File: config.mk
export PLATFORM = sky130hd
export DESIGN_NAME = time_display
export DESIGN_NICKNAME = d
export VERILOG_FILES = /design/src/rtl/time_display.sv
export SDC_FILE = /design/constraint.sdc
export NUM_CORES = 1
export LEC_CHECK = 0
export ABC_CLOCK_PERIOD_IN_PS = 4400
export CAP_MARGIN = 10
export CORE_MARGIN = 10
export CORE_UTILIZATION = 40
export CTS_CLUSTER_SIZE = 24
export DETAILED_ROUTE_END_ITERATION = 8
export HOLD_SLACK_MARGIN = 0.05
export SLEW_MARGIN = 20
export SYNTH_ARGS = -nofsm -noshare
export SYNTH_HDL_FRONTEND = slang
export SYNTH_SLANG_ARGS = --single-unit
File: constraint.sdc
create_clock -name clk -period 4.4 [get_ports clk]
set_input_delay 0.44 -clock clk [delete_from_list [all_inputs] [get_ports clk]]
set_output_delay 0.44 -clock clk [all_outputs]
set_load 0.02 [all_outputs]
File: src/rtl/time_display.sv
// time_display: converts binary hours/mins/secs into six multiplexed 7-segment
// digits (HH.MM.SS), scanning one digit at a time and blinking the field chosen
// by mode. All outputs are active-low and registered.
module time_display #(
    parameter int SCAN_DIV  = 50_000,
    parameter int BLINK_DIV = 12_500_000
) (
    input  logic       clk,
    input  logic       reset,
    input  logic [5:0] hours,
    input  logic [5:0] mins,
    input  logic [5:0] secs,
    input  logic [1:0] mode,
    output logic [5:0] an,
    output logic [6:0] seg,
    output logic       dp
);

    localparam int SCAN_W  = $clog2(SCAN_DIV + 1);
    localparam int BLINK_W = $clog2(BLINK_DIV + 1);

    localparam logic [6:0] SEG_OFF  = 7'h7F;
    localparam logic [6:0] SEG_DASH = 7'h3F;

    logic [SCAN_W-1:0]  scan_cnt;
    logic [2:0]         digit_idx;
    logic [BLINK_W-1:0] blink_cnt;
    logic               blink_hidden;
    logic [1:0]         mode_q;

    logic               scan_wrap;
    logic               blink_wrap;
    logic [1:0]         field_sel;
    logic [5:0]         field_val;
    logic               field_bad;
    logic [3:0]         digit_val;
    logic               blank;
    logic [5:0]         an_nxt;
    logic [6:0]         seg_nxt;
    logic               dp_nxt;

    function automatic logic [6:0] seg_encode(input logic [3:0] v);
        logic [6:0] s;
        case (v)
            4'd0:    s = 7'h40;
            4'd1:    s = 7'h79;
            4'd2:    s = 7'h24;
            4'd3:    s = 7'h30;
            4'd4:    s = 7'h19;
            4'd5:    s = 7'h12;
            4'd6:    s = 7'h02;
            4'd7:    s = 7'h78;
            4'd8:    s = 7'h00;
            4'd9:    s = 7'h10;
            default: s = SEG_DASH;
        endcase
        return s;
    endfunction

    assign scan_wrap  = (scan_cnt == SCAN_W'(SCAN_DIV - 1));
    assign blink_wrap = (blink_cnt == BLINK_W'(BLINK_DIV - 1));

    // Digit slot timer: each digit stays lit for SCAN_DIV cycles, cycling 0..5.
    always_ff @(posedge clk) begin
        if (reset) begin
            scan_cnt  <= '0;
            digit_idx <= 3'd0;
        end else if (scan_wrap) begin
            scan_cnt  <= '0;
            digit_idx <= (digit_idx == 3'd5) ? 3'd0 : digit_idx + 3'd1;
        end else begin
            scan_cnt  <= scan_cnt + SCAN_W'(1);
        end
    end

    // Blink phase; a mode change restarts it visible so the new field shows first.
    always_ff @(posedge clk) begin
        if (reset) begin
            blink_cnt    <= '0;
            blink_hidden <= 1'b0;
            mode_q       <= 2'b00;
        end else if (mode != mode_q) begin
            mode_q       <= mode;
            blink_cnt    <= '0;
            blink_hidden <= 1'b0;
        end else if (blink_wrap) begin
            blink_cnt    <= '0;
            blink_hidden <= ~blink_hidden;
        end else begin
            blink_cnt    <= blink_cnt + BLINK_W'(1);
        end
    end

    // Select field and digit for the current slot and build the next output pattern.
    always_comb begin
        field_sel = digit_idx[2:1];
        field_val = secs;
        field_bad = 1'b0;
        case (field_sel)
            2'd0:    begin field_val = secs;  field_bad = (secs  > 6'd59); end
            2'd1:    begin field_val = mins;  field_bad = (mins  > 6'd59); end
            default: begin field_val = hours; field_bad = (hours > 6'd23); end
        endcase

        if (digit_idx[0])
            digit_val = 4'(field_val / 6'd10);
        else
            digit_val = 4'(field_val % 6'd10);

        // mode 01/10/11 selects field 0/1/2, i.e. field index = mode - 1
        blank = blink_hidden && (mode_q != 2'b00) && (field_sel == (mode_q - 2'd1));

        an_nxt  = ~(6'd1 << digit_idx);
        seg_nxt = field_bad ? SEG_DASH : seg_encode(digit_val);
        dp_nxt  = ~((digit_idx == 3'd2) || (digit_idx == 3'd4));

        if (blank) begin
            an_nxt  = 6'h3F;
            seg_nxt = SEG_OFF;
            dp_nxt  = 1'b1;
        end
    end

    // Registered display outputs, dark during reset.
    always_ff @(posedge clk) begin
        if (reset) begin
            an  <= 6'h3F;
            seg <= SEG_OFF;
            dp  <= 1'b1;
        end else begin
            an  <= an_nxt;
            seg <= seg_nxt;
            dp  <= dp_nxt;
        end
    end

endmodule

==> metrics, run 1 <==
status=finished, final reports clean; #FFs+latches synth=60; first-pass GRT wire length=10900 um; combinational power share=12.5%; R2R setup slack=820 ps; vias in the first global route=2398; share of cells above drive strength 1=10.3%; Die X=107 um; Final Non-Filler Cells=489; post-detail-place hpwl=4720 um; mean number of vias per cell=4.93; Yosys cell types=63; Max transition margin=58.2%; H-tree levels=3; GRT overflow=0; maximum fanout along the worst path=7; CTS Buf Count=9; # setup viols final=0; asr flop ratio synth=0%; Port Buffers=35; # diodes=0; top_reg_cell synth=dfxtp_1; clock skew=13.3 ps; max_cap viols=0; post_cts resized=0; Net Sw Power=0.300 mW; Worst Hold Launch=blink_cnt[0]; Clock power frac=40.2%; achievable clock frequency=0.279 GHz; Synth Area in Simple Gates=24.9%; num rows=31; fin. max-slew vios=0; initial antenna violation count=0; Most common cell on crit path=ha_1; worst hold stages=1; adder-cell share of the synthesized area=3.71%; Synth Area in Compound Gates=12.9%; origin of the critical flop-to-flop path=digit_idx[1]; largest family of logic cells by synthesized area=simple AND/OR/NAND/NOR gates; largest net degree at the start of global routing=25; Total GRT Usage=11.5%; hold crit path type=register to register; CTS root buffer=clkbuf_8; Max IR drop VDD=0.000128 V; CTS Sinks=60; Reg clk slew, reported paths=70 ps; RSZ-0062 raised after global routing=false; synthesized area=3030 um^2; Setup crit start kind=register; CTS tree=done; die height=107 um; CP max-delay cell=a2111oi_1; initial core utilization=41.4%; setup bufs post-CTS=0; Final nets=416; drt wl/cell=12.6 um; WL final=6170 um; top-area cell type share of the netlist area=39.6%; Placed Instances=473; Switching Share=25.2%; share of the clock period used by the worst path=81.3%; vias=2412; Post-synth EDFFs=0; worst slack, placed=523 ps; CP endpoint kind=register; Layout fillers=728; Clock Tree Buf Depth=2; mux contribution to synthesized area=3.96%; Lkg Pwr=1.35 nW; post-route ant nets=0; WS Path Type=register to register; most area-consuming cells after synthesis=dfxtp_1 40%, xor2_1 7.8%, nor2_1 7.1%; CP required=4650 ps; Post-Syn Area per Cell=8.77 um^2; internal power=0.888 mW; Mapped Nets=377; FF-to-FF End=seg[3]; Max stage delay on crit path=530 ps; Area growth, synth to finish=21.0%; CP Cell Sequence=mux2_4 > o21ai_4 > inv_2 > ha_1 > a22oi_2 > o221ai_2 > and2_4 > a2111oi_1 > a21oi_1 > ha_1 > and2_1 > o31ai_1; Worst-Margin Slew=620 ps; hold bufs inserted after CTS=0; Initial DRT Pass Iterations=4; sequential fraction of design power=47.3%; DR iter-0 viols=62; post-synth top area cell=dfxtp_1; R2R cell count=12; gpl congestion=0.833; share of the yosys chip area belonging to registers=39.6%; Post-Syn Instances=346; Pwr Density=323 nW/um^2; Crit path arrival time=3830 ps; core region area=7330 um^2; min cycle time layout=3580 ps; Power, Total=1.19 mW; final setup margin=822 ps; Yosys warnings=0; DIE AREA=11500 um^2; Final Hold Violating Endpoints=0; # IOs=36; final setup TNS=0 ps; xor and xnor area share after synthesis=11.5%; residual DRC count=0; Clk Latency, worst-skew pair=340 ps; Hold EP=blink_cnt[0]
==> flip-flops by register name, summed over array words and instances, names as in the netlist <==
name	flops
digit_idx	3
seg	7
blink_hidden	1
scan_cnt	16
blink_cnt	24
mode_q	2
dp	1
an	6
==> layout make-up <==
type | instances | area [um^2] | area share (%)
repair buffers | 37 | 365 | 9.95
inverters | 15 | 56.3 | 1.53
multi-input cells | 262 | 1730 | 47.2
clock inverters | 6 | 65.1 | 1.77
well taps | 99 | 124 | 3.37
clock buffers | 10 | 128 | 3.48
flip-flops and latches | 60 | 1200 | 32.7
==> power by group through the flow <==
| stage | registers (mW) | logic (mW) | clock network, mW |
|---|---|---|---|
| 2_1_floorplan | 0.586 | 0.0826 | 0 |
| 3_3_place_gp | 0.574 | 0.148 | 0 |
| 3_5_place_dp | 0.574 | 0.149 | 0 |
| 4_1_cts | 0.562 | 0.150 | 0.497 |
| 5_1_grt | 0.563 | 0.164 | 0.522 |
| 6_report | 0.562 | 0.149 | 0.477 |
==> cell usage in the layout (no fill, tap or decap), types with 4 or more instances in the layout <==
cell type,count
nand4_1,9
clkdlybuf4s50_1,35
nor2_1,57
and4_1,4
inv_1,12
xnor2_1,13
a21oi_1,8
mux2i_1,6
xor2_1,27
nand2_1,32
ha_1,9
and3_1,13
nand3_1,17
clkbuf_8,9
o21ai_0,7
dfxtp_1,60
==> cells in the mapped netlist, drive strengths merged (2+ instances only) <==
cell    instances
a21oi           9
xor2           27
mux2i           7
and2            4
dfxtp          60
clkbuf          6
nor2           57
o21a            2
o21ai          13
buf             3
inv            15
or3             3
a211oi          4
nor3            2
o211ai          3
nor4            2
or2             2
ha              9
nand3          17
mux2            3
xnor2          13
nor2b           3
nand2          32
and4            4
nand2b          2
nand4           9
nor4b           2
a22oi           2
and3           13
o31ai           3
==> how the worst max path moves through the flow <==
| stage | from | end | slack (ps) | cells past startpoint |
|---|---|---|---|---|
| floorplan | secs[3] | seg[3] | 1300 | 12 |
| global placement | secs[3] | seg[3] | 640 | 13 |
| detailed placement | secs[3] | seg[3] | 520 | 13 |
| CTS | digit_idx[1] | seg[3] | 830 | 12 |
| global route | digit_idx[1] | seg[3] | 590 | 12 |
| finish | digit_idx[1] | seg[3] | 820 | 12 |
==> per-stage QoR <==
step           instance area, um^2  utilization (%)  hold slack, ps
2_1_floorplan                 3030                -             430
3_3_place_gp                  3480             47.4             443
5_1_grt                       3670             50.1             497
3_5_place_dp                  3480             47.4             450
4_1_cts                       3670             50.1             469
6_report                      3670             50.1             461
==> worst max-delay path: cells and delay by family (launching register included) <==
kind | cells | cell delay, ps
AO/OA/AOI/OAI | 6 | 1480
adder cells (fa/ha/maj) | 2 | 700
buffers and inverters | 1 | 90
flip-flops | 1 | 500
multiplexers | 1 | 360
AND/OR/NAND/NOR | 2 | 360
==> per-layer routing <==
layer | part of all wire (%) | vias up | wire length, um | global-route usage [%]
met5 | 0 | - | 0 | 0
met4 | 1.3 | 0 | 80 | 4.64
met3 | 5.5 | 5 | 342 | 4.61
met2 | 43 | 45 | 2650 | 17.1
met1 | 50 | 1093 | 3100 | 14.5
li1 | - | 1269 | - | -
==> logic make-up (layout without fill, tap and decap cells) <==
logic type | count (synthesis) | count (layout)
simple gates | 155 | 155
fa+ha+maj | 9 | 9
buf+inv | 24 | 68
xor+xnor | 40 | 40
compound gates | 48 | 48
mux | 10 | 10
flops | 60 | 60
(Power assumes the default switching activity.)
==> inputs of run 2 (changes only) <==
--- a/config.mk
+++ b/config.mk
@@ -5,7 +5,7 @@
 export SDC_FILE = /design/constraint.sdc
 export NUM_CORES = 1
 export LEC_CHECK = 0
-export ABC_CLOCK_PERIOD_IN_PS = 4400
+export ABC_CLOCK_PERIOD_IN_PS = 3100
 export CAP_MARGIN = 10
 export CORE_MARGIN = 10
 export CORE_UTILIZATION = 40
==> constraint.sdc (replaced) <==
create_clock -name clk -period 3.1 [get_ports clk]
set_input_delay 0.31 -clock clk [delete_from_list [all_inputs] [get_ports clk]]
set_output_delay 0.31 -clock clk [all_outputs]
set_load 0.02 [all_outputs]
==> run 2 against run 1 <==
Via count increased by 2.9%. Register-to-register slack got worse by 630 ps. Non-clock buffer count up 23. Sequential cell count unchanged.
==> metrics, run 2 (synthesis gave the netlist of run 1 again) <==
Worst Hold Launch=scan_cnt[0]; Top Layer Used=met4; DIE AREA=11500 um^2 (unchanged); # IOs=36 (unchanged); first-pass GRT wire length=11200 um (+2.5%); R2R setup slack=190 ps (-630 ps); Power, Total=1.73 mW (+46%); Max transition margin=61.4% (+3.2 points); Pwr Density=446 nW/um^2 (+38%); CP endpoint kind=register; CP Cell Sequence=clkdlybuf4s50_1 > mux2_4 > o21ai_4 > inv_2 > ha_2 > a22oi_2 > o221ai_2 > and2_4 > a2111oi_2 > buf_4 > a21oi_1 > ha_1 > and2_1 > o31ai_1; worst slack, placed=-330 ps (-853 ps); R2R cell count=13 (+1); Placed Instances=496 (+4.9%); Initial DRT Pass Iterations=4 (unchanged); Die X=107 um (unchanged); most frequent cells in the layout=59 x dfxtp_1, 57 x nor2_1, 35 x clkdlybuf4s50_1; drt wl/cell=12.3 um (-2.8%); WL final=6280 um (+1.8%); H-tree levels=3 (unchanged); Port Buffers=35 (unchanged); CTS Buf Count=9 (unchanged); WS Path Type=input port to register; GRT overflow=0 (unchanged); most flop-heavy register=blink_cnt; Max stage delay on crit path=420 ps (-110 ps); Crit path arrival time=3180 ps (-650 ps); CTS Sinks=60 (unchanged); status=finished, final reports clean; core region area=7330 um^2 (unchanged); CP max-delay cell=clkdlybuf4s50_1; clock skew=11.9 ps (-1.44 ps); max reg flops=24 (unchanged); CP required=3350 ps (-1300 ps); Crit path max-delay family=compound AO/OA/AOI/OAI gates; hold crit path type=register to register; commonest non-fill, non-tap cell in the layout=dfxtp_1; Final Hold Violating Endpoints=0 (unchanged); largest net degree at the start of global routing=25 (unchanged); worst hold stages=1 (unchanged); final setup TNS=0 ps (unchanged); maximum fanout along the worst path=5 (-2); Final nets=439 (+5.5%); min cycle time layout=2930 ps; Max IR drop VDD=0.000198 V (+55%); FF-to-FF End=seg[3]; initial antenna violation count=0 (unchanged); # diodes=0 (unchanged); Total GRT Usage=11.8% (+0.31 points); Setup crit start kind=input port; num rows=31 (unchanged); met1 WL=3190 um (+2.9%); final setup margin=168 ps (-654 ps); Reg clk slew, reported paths=70 ps (about the same); vias in the first global route=2453 (+2.3%); residual DRC count=0 (unchanged); CP Depth=14 (+2); share of cells above drive strength 1=16.7% (+6.5 points); CTS root buffer=clkbuf_8; DR iter-0 viols=62 (unchanged); origin of the critical flop-to-flop path=digit_idx[1]; Area growth, synth to finish=27.6%; wire length on met3=327 um (-4.4%); post-route ant nets=0 (unchanged); Clk Latency, worst-skew pair=340 ps (about the same); max_cap viols=0 (unchanged); Final Non-Filler Cells=512 (+4.7%); Buf/Inv on CP=3 (+2); largest registers=blink_cnt: 24 flops, scan_cnt: 16 flops, seg: 7 flops; gpl congestion=0.802 (-3.8%); Lkg Pwr=1.47 nW (+8.4%); RSZ-0062 raised after global routing=false; CTS tree=done; initial core utilization=41.4% (unchanged); # setup viols final=0 (unchanged); fin. max-slew vios=0 (unchanged); post-detail-place hpwl=4760 um (+0.83%); share of the clock period used by the worst path=94.6%; mean number of vias per cell=4.85 (-1.8%); die height=107 um (unchanged); vias=2481 (+2.9%); Worst-Margin Slew=580 ps (-40.8 ps); Clock Tree Buf Depth=2 (unchanged); Hold EP=scan_cnt[0]; met2 WL=2640 um (-0.34%); achievable clock frequency=0.341 GHz
==> run 2: routing by layer <==
metal | vias to the layer above | track usage, %
met5 | - | 0
met4 | 0 | 5.90
met3 | 11 | 4.07
met2 | 33 | 17.3
met1 | 1117 | 15.1
li1 | 1320 | -
==> run 2: power breakdown <==
group          switching [mW]  leakage [nW]  internal [mW]  total [mW]
Combinational           0.119         0.885          0.124       0.244
Clock                   0.316        0.0927          0.371       0.687
Sequential            0.00833         0.488          0.789       0.798
Total                   0.444          1.47           1.28        1.73
==> run 2: what timing repair did <==
item	4_1_cts	5_1_grt
pin swaps	0	1
setup endpoints to repair	1	6
cloned	0	0
hold endpoints to repair	0	0
gates resized for setup	1	6
setup buffers	0	0
hold buffers	0	0
==> run 2: area by class of cell <==
| type | count | area, um^2 |
|---|---|---|
| Inverter | 15 | 56.3 |
| Tap cell | 99 | 124 |
| Multi-Input combinational cell | 262 | 1760 |
| Clock inverter | 6 | 63.8 |
| Clock buffer | 10 | 128 |
| Timing Repair Buffer | 60 | 538 |
| Sequential cell | 60 | 1200 |
| Fill cell | 682 | 3460 |
==> run 2: worst max-delay path by stage <==
stage                  from  slack, ps      to
2_1_floorplan  digit_idx[1]         20  seg[3]
3_3_place_gp        secs[3]       -270  seg[3]
3_5_place_dp        secs[3]       -330  seg[3]
4_1_cts        digit_idx[1]         20  seg[4]
5_1_grt        digit_idx[1]         10  seg[3]
6_report            secs[3]        170  seg[3]
==> run 2: metrics by stage <==
step	area [um^2]	hold WS [ps]	utilization, %
6_report	3870	470	52.8
5_1_grt	3870	485	52.8
4_1_cts	3850	473	52.5
3_5_place_dp	3650	454	49.8
3_3_place_gp	3650	445	49.8
2_1_floorplan	3030	379	-
